[src/rtl/fifo_word_serializer.sv]
// Pulls 32-bit words from the FIFO and sends them LSB-first as bytes.
// Define FIFO_SER_PARITY_EN to add the odd-parity byte_parity output.
module fifo_word_serializer #(
  parameter int CNT_WIDTH = 16
) (
  input  logic                 clock,
  input  logic                 reset,
  input  logic                 fifo_empty,
  input  logic [31:0]          fifo_data,
  output logic                 fifo_read,
  output logic [7:0]           byte_data,
  output logic                 byte_valid,
  input  logic                 byte_ready,
  output logic                 byte_last,
  output logic                 busy,
  output logic [CNT_WIDTH-1:0] words_sent
`ifdef FIFO_SER_PARITY_EN
  ,
  output logic                 byte_parity
`endif
);

  typedef enum logic [1:0] {
    IDLE = 2'd0,
    REQ  = 2'd1,
    LOAD = 2'd2,
    SEND = 2'd3
  } state_t;

  state_t      state;
  logic [1:0]  idx;
  logic [31:0] shift;

  // Data byte is a pure mux of held registers, so it is stable under stall.
  assign byte_data = shift[{idx, 3'b000} +: 8];

`ifdef FIFO_SER_PARITY_EN
  assign byte_parity = ~^byte_data;
`endif

  always_ff @(posedge clock) begin
    if (reset) begin
      state      <= IDLE;
      idx        <= 2'd0;
      shift      <= 32'd0;
      words_sent <= '0;
      fifo_read  <= 1'b0;
      byte_valid <= 1'b0;
      byte_last  <= 1'b0;
      busy       <= 1'b0;
    end else begin
      unique case (state)
        IDLE: begin
          if (!fifo_empty) begin
            state     <= REQ;
            fifo_read <= 1'b1;
            busy      <= 1'b1;
          end
        end
        REQ: begin
          state     <= LOAD;
          fifo_read <= 1'b0;
        end
        LOAD: begin
          shift      <= fifo_data;
          idx        <= 2'd0;
          state      <= SEND;
          byte_valid <= 1'b1;
          byte_last  <= 1'b0;
        end
        SEND: begin
          if (byte_ready) begin
            if (idx == 2'd3) begin
              words_sent <= words_sent + CNT_WIDTH'(1);
              state      <= IDLE;
              byte_valid <= 1'b0;
              byte_last  <= 1'b0;
              busy       <= 1'b0;
            end else begin
              idx       <= idx + 2'd1;
              byte_last <= (idx == 2'd2);
            end
          end
        end
        default: state <= IDLE;
      endcase
    end
  end

endmodule
[config.mk]
export PLATFORM = sky130hd
export DESIGN_NAME = fifo_word_serializer
export DESIGN_NICKNAME = d
export VERILOG_FILES = /design/src/rtl/fifo_word_serializer.sv
export SDC_FILE = /design/constraint.sdc
export NUM_CORES = 1
export LEC_CHECK = 0
export ABC_AREA = 1
export BUFFER_PORTS_ARGS = -buffer_cell sky130_fd_sc_hd__buf_2
export CAP_MARGIN = 20
export CORE_MARGIN = 2
export CORE_UTILIZATION = 55
export DETAILED_ROUTE_END_ITERATION = 16
export GPL_ROUTABILITY_DRIVEN = 0
export PLACE_DENSITY = 0.88
export SLEW_MARGIN = 0
export SYNTH_ARGS = -nofsm -noshare
export SYNTH_HDL_FRONTEND = slang
export SYNTH_SLANG_ARGS = --single-unit
export TNS_END_PERCENT = 20
[constraint.sdc]
create_clock -name clock -period 2.2 [get_ports clock]
set_input_delay 0.55 -clock clock [delete_from_list [all_inputs] [get_ports clock]]
set_output_delay 0.55 -clock clock [all_outputs]
set_load 0.005 [all_outputs]
## Yosys cells after proc, flatten, opt, wreduce, memory -nomap -nowiden

Index checks and enable logic that the tools add are counted.

| storage, ports and cells | value |
|---|---|
| input bits | 36 |
| flip-flop bits (word level) | 56 |
| word-level logic and storage cells | 47 |

| operators by class | value |
|---|---|
| shift operators | 1 |
| reduce and logical (&&, ||, !) cells | 11 |
| equality and inequality tests | 9 |
| multiplexer cells | 16 |
| add/subtract/negate cells | 2 |

Operators by type and width:

| operator | number |
|---|---|
| 32-bit by 6-bit variable part select with 8-bit output | 1 |
| 16-bit by 1-bit adder with 16-bit output, second input constant | 1 |
| 3-bit AND reduction | 4 |
| 2-bit 2-to-1 mux | 5 |
| 2-bit equality test, second input constant | 4 |
| 2-bit != test, second input constant | 4 |
| 1-bit case mux with 2 select lines | 4 |
| 2-bit case mux with 4 select lines | 1 |
| 2-bit nonzero test | 3 |
| 1-bit 2-to-1 mux | 5 |
| 2-bit case mux with 2 select lines | 1 |
| 2-bit AND reduction | 2 |
| 4-bit AND reduction | 1 |
| 2-bit by 1-bit adder with 2-bit output, second input constant | 1 |
| 2-bit by 1-bit equality test with 1-bit output, second input constant | 1 |
| 2-bit logical NOT | 1 |

## Logic depth before layout (Yosys ltp)

Gate-level depths: netlist of the first run.

| logic depth | value |
|---|---|
| depth after elaboration | 4 |
| depth in mapped cells | 8 |
| mapped depth without buffers | 8 |

## Worst setup path after synthesis of the first run

OpenSTA, ideal clock, no wires.

| timing path | value |
|---|---|
| path kind | flip-flop to output port |
| from | register idx[0] |
| to | output port byte_data[1] |
| path slack | 0.685 ns |
| required time | 1.650 ns |
| arrival time | 0.965 ns |
| stages on the path, launching flop included | 5 |
| path buffers | 1 |
| cells stage by stage | dfxtp_1 > clkinv_1 > buf_2 > nor2_1 > o22ai_1 |

| between the ends | value |
|---|---|
| word-level cells in the longest chain between the ends | 1 |

RTL lines:

| element | RTL line | text |
|---|---|---|
| from (decl) | 31 | `logic [1:0] idx;` |
| from (signal assigned) | 80 | `idx <= idx + 2'd1;` |
| 32-bit by 6-bit variable part select with 8-bit output | 35 | `assign byte_data = shift[{idx, 3'b000} +: 8];` |
| to (decl) | 11 | `output logic [7:0] byte_data,` |

No other way between the ends.

## Worst setup path in the final report of the first run

| timing path | value |
|---|---|
| from | register idx[0] |
| to | output port byte_data[3] |

The elaborated chain is that of the path after synthesis.

==> results.md, run 1 <==
- Part of the Yosys area used for sequential elements: 0.439
- Top library cells by usage in the layout, fill and taps aside: sky130_fd_sc_hd__nor2_1 (107), sky130_fd_sc_hd__buf_2 (63), sky130_fd_sc_hd__dfxtp_1 (56)
- First-pass iteration count of the detailed router: 4
- Initial core utilization: 0.579
- Maximum number of pins on one net before global-route repair: 37
- Post-detailed-route DRC marker count: 0
- Final-layout setup total negative slack: 0 ns
- Critical path arrival: 1.48 ns
- Dpl cell area: 0.00291 sq mm
- # rows: 24
- Clock tree from TritonCTS: yes
- Via count of the first global-routing pass: 2,321
- Internal power: 0.00199 W
- Diode insertion count for antenna repair: 0
- Worst-case hold path end point: shift[16]$_SDFFE_PP0P_
- RR Endpoint: words_sent[15]$_SDFFE_PP0P_
- Relative area change from synthesis to final layout: 18.0%
- CTS clock-pin slew for the worst setup and hold paths: 0.10 ns
- Total Nets Final: 471
- Max Buffers Root-to-Sink: 2
- Cell variety after synth: 25
- Net load switching power: 0.00129 W
- Startpoint class of the critical path: flop
- Post-CTS Setup Inserts: 0
- Detailed placement HPWL: 4210 um
- Status: finished, final reports clean
- Vias: 2,562
- Violation count after the first detailed-routing iteration: 217
- First-pass GRT wire length: 10,100 um
- Hold_sp: fifo_data[16]
- Maximum level of the CTS H-tree: 2
- Filler cell count in the final layout: 374
- CTS Hold Buffers Added: 0
- Root Buffer: sky130_fd_sc_hd__clkbuf_8
- Peak VDD IR: 0.990 mV
- Average via count per standard cell: 5.35
- PostCTS Resize Cnt: 0
- Number of nets still failing antenna checks after routing: 0
- Gate Count Post-Synth: 365
- Final critical-path share of the clock period: 0.923
- FF-to-FF Start: idx[0]$_SDFFE_PP0P_
- Endpoint type of the worst setup path: output pin
- Final count of pins violating max slew: 0
- Design Area, Final: 0.00301 sq mm
- Register-to-Register Path Depth: 9
- Number of nets in the synthesized netlist: 410
- Post-Route WL: 5860 um
- Count of state elements after synthesis: 56
- Cell leakage power: 1.41 nW
- Worst min-delay path category: primary input to flop
- Highest net fanout along the worst path: 19
- Reported max-cap violation count: 0
- Final number of hold-violating endpoints: 0
- Worst slew margin: 0.773
- Worst setup path category: flop to output pin
- Utilization after layout: 0.683
- Number of antenna violations at the first check in global routing: 0
- Top Ports: 64
- Fraction of final layout cells with drive strength greater than 1: 0.199
- Clock sink count: 56
- Total of endpoints with negative setup slack in the final report: 0
- Placeable Area: 0.00441 sq mm
- X dimension of the die: 72.1 um
- Number of input and output port buffers inserted: 63
- GRT Resource Usage Total: 0.240
- Synth Cell Area: 0.00255 sq mm
- Worst hold stages: 3
- RSZ-0062 raised after global routing: no
- Register-to-register setup slack: 0.43 ns
- Layout Skew: 0.00990 ns
- Total congestion overflow after global routing: 0
- Die area: 0.00520 sq mm
- Data required time at the worst endpoint: 1.65 ns
- Avg Inst Size Synth: 7.00 sq um
- Transition time at the pin with the least slew margin: 0.340 ns
- Synth warn: 0
- Average wire length per cell after detail routing: 12.2 um
- Combinational fraction of design power: 0.384
- Power per unit of standard cell area: 1090 mW/mm^2
- Fraction of power consumed by the clock network: 0.180
- Total clock buffers created by CTS: 5
- Maximum operating frequency: 0.492 GHz
- Latest clock arrival within the worst-skew pair: 0.32 ns
- Switching share of power: 0.394
- Most common cell after layout, fill and taps aside: sky130_fd_sc_hd__nor2_1
- Floorplan die height: 72.1 um
- Clock period minus worst slack: 2.03 ns
- Portion of total power attributed to sequential cells: 0.437
-- final cells by class --
type                            count  area (sq um)  area share
Sequential cell                    56          1120       0.372
Multi-Input combinational cell    276          1310       0.434
Clock buffer                        5          68.8      0.0228
Timing Repair Buffer               67           345       0.115
Tap cell                           52          65.1      0.0216
Clock inverter                      3          27.5     0.00913
Inverter                           20          78.8      0.0262
-- how the worst max path moves through the flow --
stage,start,end,slack [ns],cells after the start
4_1_cts,idx[0]$_SDFFE_PP0P_,byte_data[3],0.05,4
6_report,idx[0]$_SDFFE_PP0P_,byte_data[3],0.17,4
3_3_place_gp,idx[0]$_SDFFE_PP0P_,byte_data[1],0.47,4
3_5_place_dp,idx[0]$_SDFFE_PP0P_,byte_data[3],0.40,4
5_1_grt,idx[0]$_SDFFE_PP0P_,byte_data[3],0.05,4
2_1_floorplan,idx[0]$_SDFFE_PP0P_,byte_data[1],0.68,4
-- kinds of logic after synthesis --
kind of cell | Yosys count | synth area share
xor+xnor | 1 | 0.00343
fa+ha+maj | 9 | 0.0441
simple gates | 185 | 0.300
compound gates | 81 | 0.165
buf+inv | 33 | 0.0490
flops | 56 | 0.439
-- metal layers --
metal  share of wire  vias to the layer above  GRT usage
li1                -                     1319          -
met1            0.46                     1142      0.332
met2            0.45                       91      0.372
met3           0.074                       10     0.0514
met4           0.018                        0     0.0839
met5               0                        -          0
-- Yosys cell counts (all sizes together) --
cell type  instances  share of area
nor2             113           0.18
nand4              1         0.0025
o22ai              8          0.020
dfxtp             56           0.44
ha                 9          0.044
inv               18          0.026
nor3b              1         0.0029
and3               2         0.0049
and2               1         0.0025
nor3               3         0.0059
clkinv             2         0.0029
nand3             17          0.035
clkbuf            12          0.018
a21oi             17          0.033
o21ai             54           0.11
xor2               1         0.0034
o21a               1         0.0029
buf                1         0.0020
nand2             47          0.070
a211oi             1         0.0029
-- power by group through the flow --
stage          sequential [W]  combinational [W]  clock [W]
6_report              0.00143            0.00126   0.000589
5_1_grt               0.00146            0.00147   0.000633
4_1_cts               0.00142            0.00126   0.000600
3_5_place_dp          0.00144            0.00126          0
3_3_place_gp          0.00144            0.00122          0
2_1_floorplan         0.00140           0.000878          0
-- registers in the layout, indices dropped and copies added (netlist names) --
signal,flops
idx,2
busy,1
state,2
fifo_read,1
words_sent,16
byte_last,1
byte_valid,1
shift,32
-- critical path, cell delays in order, from the launching register on --
cell and delay [ns]:
sky130_fd_sc_hd__dfxtp_1 0.39, sky130_fd_sc_hd__clkinvlp_4 0.28, sky130_fd_sc_hd__o21ai_0 0.26, sky130_fd_sc_hd__o22ai_1 0.10
sky130_fd_sc_hd__buf_2 0.14
-- through the flow --
step,worst slack (ns),hold WS (ns),instances,total power [W]
floorplan,0.685,0.456,365,0.00228
global placement,0.469,0.455,471,0.00266
detailed placement,0.405,0.456,471,0.00270
CTS,0.0466,0.442,479,0.00328
global route,0.0502,0.446,479,0.00356
finish,0.169,0.449,479,0.00328
Power figures use the tool's default switching activity.
==> run 2, diff against run 1 <==
--- a/config.mk
+++ b/config.mk
@@ -11,7 +11,6 @@
 export CORE_MARGIN = 2
 export CORE_UTILIZATION = 55
 export DETAILED_ROUTE_END_ITERATION = 16
-export GPL_ROUTABILITY_DRIVEN = 0
 export PLACE_DENSITY = 0.88
 export SLEW_MARGIN = 0
 export SYNTH_ARGS = -nofsm -noshare
==> constraint.sdc (replaced) <==
create_clock -name clock -period 2.2 [get_ports clock]
set_input_delay 0.22 -clock clock [delete_from_list [all_inputs] [get_ports clock]]
set_output_delay 0.22 -clock clock [all_outputs]
set_load 0.005 [all_outputs]
==> run 2 against run 1 <==
  * Fmax grew 9.5%
  * Hold slack lost 0.32 ns
  * Non-clock buffer count grew 1
  * Critical path depth unchanged
  * Clock-buffer cell count stayed put
  * Clock skew down 0.0073 ns
  * Core utilization up 0.82 points
  * Critical path type unchanged
==> results.md, run 2 (synthesis gave the netlist of run 1 again) <==
- Top Ports: 64 (unchanged)
- Maximum operating frequency: 0.539 GHz (was 0.492 GHz)
- Inst Count DP: 472 (was 471)
- Data required time at the worst endpoint: 1.98 ns (was 1.65 ns)
- Via count of the first global-routing pass: 2,344 (was 2,321)
- Post-detailed-route DRC marker count: 0 (unchanged)
- Most common cell after layout, fill and taps aside: sky130_fd_sc_hd__nor2_1 (unchanged)
- Average wire length per cell after detail routing: 12.5 um (was 12.2 um)
- CTS clock-pin slew for the worst setup and hold paths: 0.09 ns (was 0.10 ns)
- Register-to-register setup slack: 0.57 ns (was 0.43 ns)
- Transition time at the pin with the least slew margin: 0.437 ns (was 0.340 ns)
- Power per unit of standard cell area: 1140 mW/mm^2 (was 1090 mW/mm^2)
- Detailed placement HPWL: 4270 um (was 4210 um)
- CTS Hold Buffers Added: 0 (unchanged)
- RePlAce Congestion: 0.889
- Top reg by flops: shift (unchanged)
- Final number of hold-violating endpoints: 0 (unchanged)
- Worst min-delay path category: primary input to flop (unchanged)
- Total clock buffers created by CTS: 5 (unchanged)
- Vias: 2,543 (was 2,562)
- Maximum level of the CTS H-tree: 2 (unchanged)
- Violation count after the first detailed-routing iteration: 243 (was 217)
- Clock tree from TritonCTS: yes (unchanged)
- Portion of total power attributed to sequential cells: 0.413 (was 0.437)
- Cell with the largest stage delay on the worst path: sky130_fd_sc_hd__clkinv_1 (was sky130_fd_sc_hd__dfxtp_1)
- Switching share of power: 0.363 (was 0.394)
- Final count of pins violating max slew: 0 (unchanged)
- Maximum number of pins on one net before global-route repair: 47 (was 37)
- Register-to-Register Path Depth: 8 (was 9)
- Layout Skew: 0.00264 ns (was 0.00990 ns)
- Floorplan die height: 72.1 um (unchanged)
- Diode insertion count for antenna repair: 0 (unchanged)
- Total of endpoints with negative setup slack in the final report: 0 (unchanged)
- Fraction of final layout cells with drive strength greater than 1: 0.197 (was 0.199)
- Placeable Area: 0.00441 sq mm (unchanged)
- Final-layout setup total negative slack: 0 ns (unchanged)
- Maximum single-stage delay on the critical path: 0.38 ns (was 0.39 ns)
- Status: finished, final reports clean (unchanged)
- Total congestion overflow after global routing: 0 (unchanged)
- Utilization after layout: 0.691 (was 0.683)
- Average via count per standard cell: 5.31 (was 5.35)
- Critical path endpoint: byte_data[2] (was byte_data[3])
- Number of nets still failing antenna checks after routing: 0 (unchanged)
- Top library cells by usage in the layout, fill and taps aside: sky130_fd_sc_hd__nor2_1 (107), sky130_fd_sc_hd__buf_2 (63), sky130_fd_sc_hd__dfxtp_1 (56) (unchanged)
- Endpoint type of the worst setup path: output pin (unchanged)
- Latest clock arrival within the worst-skew pair: 0.30 ns (was 0.32 ns)
- Peak VDD IR: 0.620 mV (was 0.990 mV)
- Cell Chain, Critical Path: clkinv_1 > o21ai_0 > o22ai_1 > buf_2 (was clkinvlp_4 > o21ai_0 > o22ai_1 > buf_2)
- Path length in cells of the critical path: 4 (unchanged)
- Post-Route WL: 6000 um (was 5860 um)
- Post-CTS Setup Inserts: 0 (unchanged)
- Number of input and output port buffers inserted: 63 (unchanged)
- Combinational fraction of design power: 0.368 (was 0.384)
- Layout Cells excl Fill: 479 (unchanged)
- Max Buffers Root-to-Sink: 2 (unchanged)
- FF-to-FF Start: idx[1]$_SDFFE_PP0P_ (was idx[0]$_SDFFE_PP0P_)
- Critical path arrival: 1.63 ns (was 1.48 ns)
- Clock period minus worst slack: 1.85 ns (was 2.03 ns)
- RR Endpoint: words_sent[9]$_SDFFE_PP0P_ (was words_sent[15]$_SDFFE_PP0P_)
- Fraction of power consumed by the clock network: 0.219 (was 0.180)
- Clock sink count: 56 (unchanged)
- First-pass GRT wire length: 10,400 um (was 10,100 um)
- Net load switching power: 0.00126 W (was 0.00129 W)
- Flip-flop count of the largest register, all copies and words added: 32 (unchanged)
- Worst Path Buf+Inv: 2 (unchanged)
- Total Nets Final: 472 (was 471)
- Number of antenna violations at the first check in global routing: 0 (unchanged)
- X dimension of the die: 72.1 um (unchanged)
- Worst setup path category: flop to output pin (unchanged)
- # rows: 24 (unchanged)
- Gate family responsible for the most delay along the worst path: buffers and inverters (unchanged)
- Die area: 0.00520 sq mm (unchanged)
- RSZ-0062 raised after global routing: no (unchanged)
- First-pass iteration count of the detailed router: 4 (unchanged)
- Startpoint class of the critical path: flop (unchanged)
- Worst slew margin: 0.707 (was 0.773)
- Reported max-cap violation count: 0 (unchanged)
- Highest net fanout along the worst path: 19 (unchanged)
- Internal power: 0.00221 W (was 0.00199 W)
- Critical path launch point: idx[0]$_SDFFE_PP0P_ (unchanged)
- Root Buffer: sky130_fd_sc_hd__clkbuf_8 (unchanged)
- Initial core utilization: 0.579 (unchanged)
- Biggest regs: shift (32), words_sent (16) (unchanged)
- Final critical-path share of the clock period: 0.843 (was 0.923)
- Relative area change from synthesis to final layout: 19.5% (was 18.0%)
- GRT Resource Usage Total: 0.248 (was 0.240)
- PostCTS Resize Cnt: 0 (unchanged)
- Cell leakage power: 1.43 nW (was 1.41 nW)
-- run 2: cell types whose count changed in the layout (fill, tap and decap cells not counted) --
| cell | previous run | this run |
|---|---|---|
| sky130_fd_sc_hd__clkinv_1 | 1 | 2 |
| sky130_fd_sc_hd__clkinvlp_4 | 2 | 0 |
| sky130_fd_sc_hd__inv_8 | 1 | 0 |
| sky130_fd_sc_hd__buf_4 | 4 | 5 |
| sky130_fd_sc_hd__bufinv_16 | 0 | 2 |
| sky130_fd_sc_hd__clkinv_4 | 1 | 0 |
-- run 2: worst min path at each step --
stage,start,end,depth (start not counted),slack [ns]
2_1_floorplan,fifo_data[7],shift[7]$_SDFFE_PP0P_,2,0.35
6_report,fifo_data[13],shift[13]$_SDFFE_PP0P_,3,0.13
3_3_place_gp,fifo_data[13],shift[13]$_SDFFE_PP0P_,3,0.44
3_5_place_dp,fifo_data[2],shift[2]$_SDFFE_PP0P_,3,0.45
5_1_grt,fifo_data[12],shift[12]$_SDFFE_PP0P_,3,0.13
4_1_cts,fifo_data[13],shift[13]$_SDFFE_PP0P_,3,0.13
-- run 2: tightest hold or removal path, cell delays in order --
cell	delay, ns
sky130_fd_sc_hd__buf_2	0.07
sky130_fd_sc_hd__nor2_1	0.03
sky130_fd_sc_hd__nor2_1	0.08
-- run 2: stage by stage --
stage / setup WS (ns) / hold WS [ns] / total power [W] / area [sq um]
finish: 0.346 / 0.132 / 0.00348 / 3050
global route: 0.210 / 0.133 / 0.00375 / 3050
CTS: 0.353 / 0.129 / 0.00349 / 3050
detailed placement: 0.615 / 0.448 / 0.00272 / 2920
global placement: 0.648 / 0.439 / 0.00267 / 2920
floorplan: 0.800 / 0.355 / 0.00228 / 2550
-- run 2: power groups by stage --
stage / logic (W) / registers [W] / clock network, W
2_1_floorplan: 0.000878 / 0.00140 / 0
3_3_place_gp: 0.00123 / 0.00144 / 0
3_5_place_dp: 0.00127 / 0.00145 / 0
4_1_cts: 0.00128 / 0.00143 / 0.000776
5_1_grt: 0.00147 / 0.00146 / 0.000822
6_report: 0.00128 / 0.00144 / 0.000762
-- run 2: cell type report --
class / count / area, sq um
Fill cell: 377 / 1360
Sequential cell: 56 / 1120
Multi-Input combinational cell: 276 / 1310
Clock inverter: 2 / 60.1
Inverter: 20 / 75.1
Clock buffer: 5 / 68.8
Timing Repair Buffer: 68 / 353
Tap cell: 52 / 65.1
-- run 2: per-layer routing --
layer | global-route usage | share of wire | vias to the layer above
met3 | 0.0500 | 0.058 | 8
met5 | 0 | 0 | -
met1 | 0.340 | 0.48 | 1145
met4 | 0.0734 | 0.0082 | 0
met2 | 0.397 | 0.46 | 76
li1 | - | - | 1314
==> run 3, diff against run 2 <==
--- a/config.mk
+++ b/config.mk
@@ -9,9 +9,9 @@
 export BUFFER_PORTS_ARGS = -buffer_cell sky130_fd_sc_hd__buf_2
 export CAP_MARGIN = 20
 export CORE_MARGIN = 2
-export CORE_UTILIZATION = 55
+export CORE_UTILIZATION = 47
 export DETAILED_ROUTE_END_ITERATION = 16
-export PLACE_DENSITY = 0.88
+export PLACE_DENSITY = 0.81
 export SLEW_MARGIN = 0
 export SYNTH_ARGS = -nofsm -noshare
 export SYNTH_HDL_FRONTEND = slang
==> constraint.sdc (replaced) <==
create_clock -name clock -period 1.56 [get_ports clock]
set_input_delay 0.156 -clock clock [delete_from_list [all_inputs] [get_ports clock]]
set_output_delay 0.156 -clock clock [all_outputs]
set_load 0.005 [all_outputs]
==> run 3 against run 2 <==
  * Flip-flop and latch count did not move
  * Register-to-register slack got worse by 0.45 ns
  * Non-clock buffer count rose by 6
  * Core utilization fell by 8.6 points
  * Combinational power rose by 56%
  * Setup slack got worse by 0.32 ns
  * Critical path depth rose by 1
  * Hold slack got worse by 0.067 ns
  * Sequential share of layout area fell by 0.90 points
  * First-iteration DRC count fell by 28%
  * Cell count rose by 5.4%
==> results.md, run 3 (synthesis gave the netlist of run 1 again) <==
- Status: finished, final reports clean (unchanged)
- Number of antenna violations at the first check in global routing: 0 (unchanged)
- Maximum operating frequency: 0.652 GHz
- Reported max-cap violation count: 0 (unchanged)
- Die area: 0.00604 sq mm (was 0.00520 sq mm)
- Highest net fanout along the worst path: 11 (was 19)
- # rows: 26 (was 24)
- Final critical-path share of the clock period: 0.983
- Worst min-delay path category: primary input to flop (unchanged)
- Vias: 2,555 (was 2,543)
- First-pass iteration count of the detailed router: 4 (unchanged)
- GRT Resource Usage Total: 0.210 (was 0.248)
- Total clock buffers created by CTS: 5 (unchanged)
- Post-placement setup slack: 0.139 ns (was 0.615 ns)
- Peak VDD IR: 1.16 mV (was 0.620 mV)
- Maximum single-stage delay on the critical path: 0.37 ns (was 0.38 ns)
- Most common cell after layout, fill and taps aside: sky130_fd_sc_hd__nor2_1 (unchanged)
- Top reg by flops: shift (unchanged)
- Number of input and output port buffers inserted: 63 (unchanged)
- First-pass GRT wire length: 10,400 um (about the same)
- Top library cells by usage in the layout, fill and taps aside: sky130_fd_sc_hd__nor2_1 (107), sky130_fd_sc_hd__buf_2 (63), sky130_fd_sc_hd__dfxtp_1 (55) (was sky130_fd_sc_hd__nor2_1 (107), sky130_fd_sc_hd__buf_2 (63), sky130_fd_sc_hd__dfxtp_1 (56))
- Floorplan die height: 77.7 um (was 72.1 um)
- Worst setup path category: flop to output pin (unchanged)
- Clock tree from TritonCTS: yes (unchanged)
- Latest clock arrival within the worst-skew pair: 0.31 ns (was 0.30 ns)
- Peak-usage layer in the global routing report: met2 (unchanged)
- Top Ports: 64 (unchanged)
- Power per unit of standard cell area: 1540 mW/mm^2 (was 1140 mW/mm^2)
- Detailed placement HPWL: 4280 um (was 4270 um)
- Critical path arrival: 1.38 ns (was 1.63 ns)
- Layout Skew: 0.00887 ns (was 0.00264 ns)
- Flip-flop count of the largest register, all copies and words added: 32 (unchanged)
- Average via count per standard cell: 5.06 (was 5.31)
- Startpoint class of the critical path: flop (unchanged)
- CTS clock-pin slew for the worst setup and hold paths: 0.10 ns (was 0.09 ns)
- Relative area change from synthesis to final layout: 22.6% (was 19.5%)
- Placeable Area: 0.00517 sq mm (was 0.00441 sq mm)
- Root Buffer: sky130_fd_sc_hd__clkbuf_8 (unchanged)
- Violation count after the first detailed-routing iteration: 176 (was 243)
- Final worst slack: 0.0258 ns (was 0.346 ns)
- Clock sink count: 56 (unchanged)
- CTS Hold Buffers Added: 0 (unchanged)
- Cell with the largest stage delay on the worst path: sky130_fd_sc_hd__dfxtp_1 (was sky130_fd_sc_hd__clkinv_1)
- Via count of the first global-routing pass: 2,375 (was 2,344)
- Gate family responsible for the most delay along the worst path: buffers and inverters (unchanged)
- Post-Route WL: 6060 um (was 6000 um)
- Number of nets still failing antenna checks after routing: 0 (unchanged)
- Data required time at the worst endpoint: 1.40 ns (was 1.98 ns)
- Dpl cell area: 0.00301 sq mm (was 0.00292 sq mm)
- RePlAce Congestion: 0.860 (was 0.889)
- Initial core utilization: 0.494 (was 0.579)
- Post-detailed-route DRC marker count: 0 (unchanged)
- Endpoint type of the worst setup path: output pin (unchanged)
- RSZ-0062 raised after global routing: yes (was no)
- Maximum level of the CTS H-tree: 2 (unchanged)
- Register area: 0.00112 sq mm (about the same)
- Max Buffers Root-to-Sink: 2 (unchanged)
- X dimension of the die: 77.7 um (was 72.1 um)
- Maximum number of pins on one net before global-route repair: 35 (was 47)
- Filler cell count in the final layout: 482 (was 377)
- GR met1 Demand/Resource: 0.267 (was 0.340)
- Total of endpoints with negative setup slack in the final report: 0 (unchanged)
- Total congestion overflow after global routing: 0 (unchanged)
- Diode insertion count for antenna repair: 0 (unchanged)
- Biggest regs: shift (32), words_sent (16) (unchanged)
- Area of the multi-input gates: 0.00131 sq mm (about the same)
- Transition time at the pin with the least slew margin: 0.249 ns (was 0.437 ns)
- Cell leakage power: 1.46 nW (was 1.43 nW)
- Final count of pins violating max slew: 0 (unchanged)
- Average wire length per cell after detail routing: 12.0 um (was 12.5 um)
- Worst Path Buf+Inv: 3 (was 2)
- Cell Chain, Critical Path: buf_6 > clkinvlp_2 > o21ai_0 > o22ai_1 > buf_2 (was clkinv_1 > o21ai_0 > o22ai_1 > buf_2)
- GR met3 Demand/Resource: 0.0442 (was 0.0500)
- Design Area, Final: 0.00313 sq mm (was 0.00305 sq mm)
- Global-route track usage on met2: 0.346 (was 0.397)
- Worst slew margin: 0.834 (was 0.707)
- Final number of hold-violating endpoints: 0 (unchanged)
- Total Nets Final: 479 (was 472)
- Clock period minus worst slack: 1.53 ns
- Fraction of final layout cells with drive strength greater than 1: 0.218 (was 0.197)
run 3: changes by cell type in the layout (fill, tap and decap cells not counted), sizes merged:
cell	previous run	this run
inv	18	17
buf	68	74
clkinvlp	0	3
bufinv	2	0
clkbuf	5	7
run 3: worst paths after layout:
check / start / endpoint / cells after the start / slack (ns)
max: idx[1]$_SDFFE_PP0P_ / byte_data[5] / 5 / 0.03
min: fifo_data[13] / shift[13]$_SDFFE_PP0P_ / 3 / 0.06
max reg2reg: idx[1]$_SDFFE_PP0P_ / words_sent[5]$_SDFFE_PP0P_ / 6 / 0.12
min reg2reg: busy$_SDFFE_PP0P_ / busy$_SDFFE_PP0P_ / 2 / 0.47
run 3: repair_timing:
item	CTS	global route
pin swaps	0	0
setup endpoints to repair	8	9
gates cloned	0	1
resized for setup	6	4
setup buffers	0	1
run 3: per-layer routing:
layer / up-vias / routed length (um)
li1: 1334 / -
met1: 1134 / 2690
met2: 78 / 2870
met3: 9 / 413
met4: 0 / 88
met5: - / 0
run 3: layout make-up:
class,count,share of cell area
multi-input cells,276,0.419
repair inverters,1,0.00160
repair buffers,74,0.137
well taps,70,0.0280
clock inverters,1,0.00240
clock buffers,7,0.0276
flip-flops and latches,56,0.359
inverters,20,0.0256
run 3: power by group:
part           internal (W)  leakage, nW  switching, W
clock network      0.000362       0.0445      0.000456
registers           0.00179        0.458      0.000210
logic              0.000830        0.956       0.00117
total               0.00298         1.46       0.00184
run 3: tightest hold or removal path, delay by kind of cell:
kind | cells | cell delay, ns
buffers and inverters | 1 | 0.07
AND/OR/NAND/NOR | 2 | 0.11
run 3: through the flow:
step                      hold slack, ns  total power [W]  utilization  cells  TNS [ns]
final                             0.0646          0.00482        0.605    505         0
after global routing              0.0664          0.00522        0.605    505   -0.0697
after CTS                         0.0597          0.00479        0.601    503         0
after detailed placement           0.382          0.00394        0.581    495         0
after global placement             0.378          0.00389        0.581    495         0
after floorplan                    0.291          0.00321            -    365         0
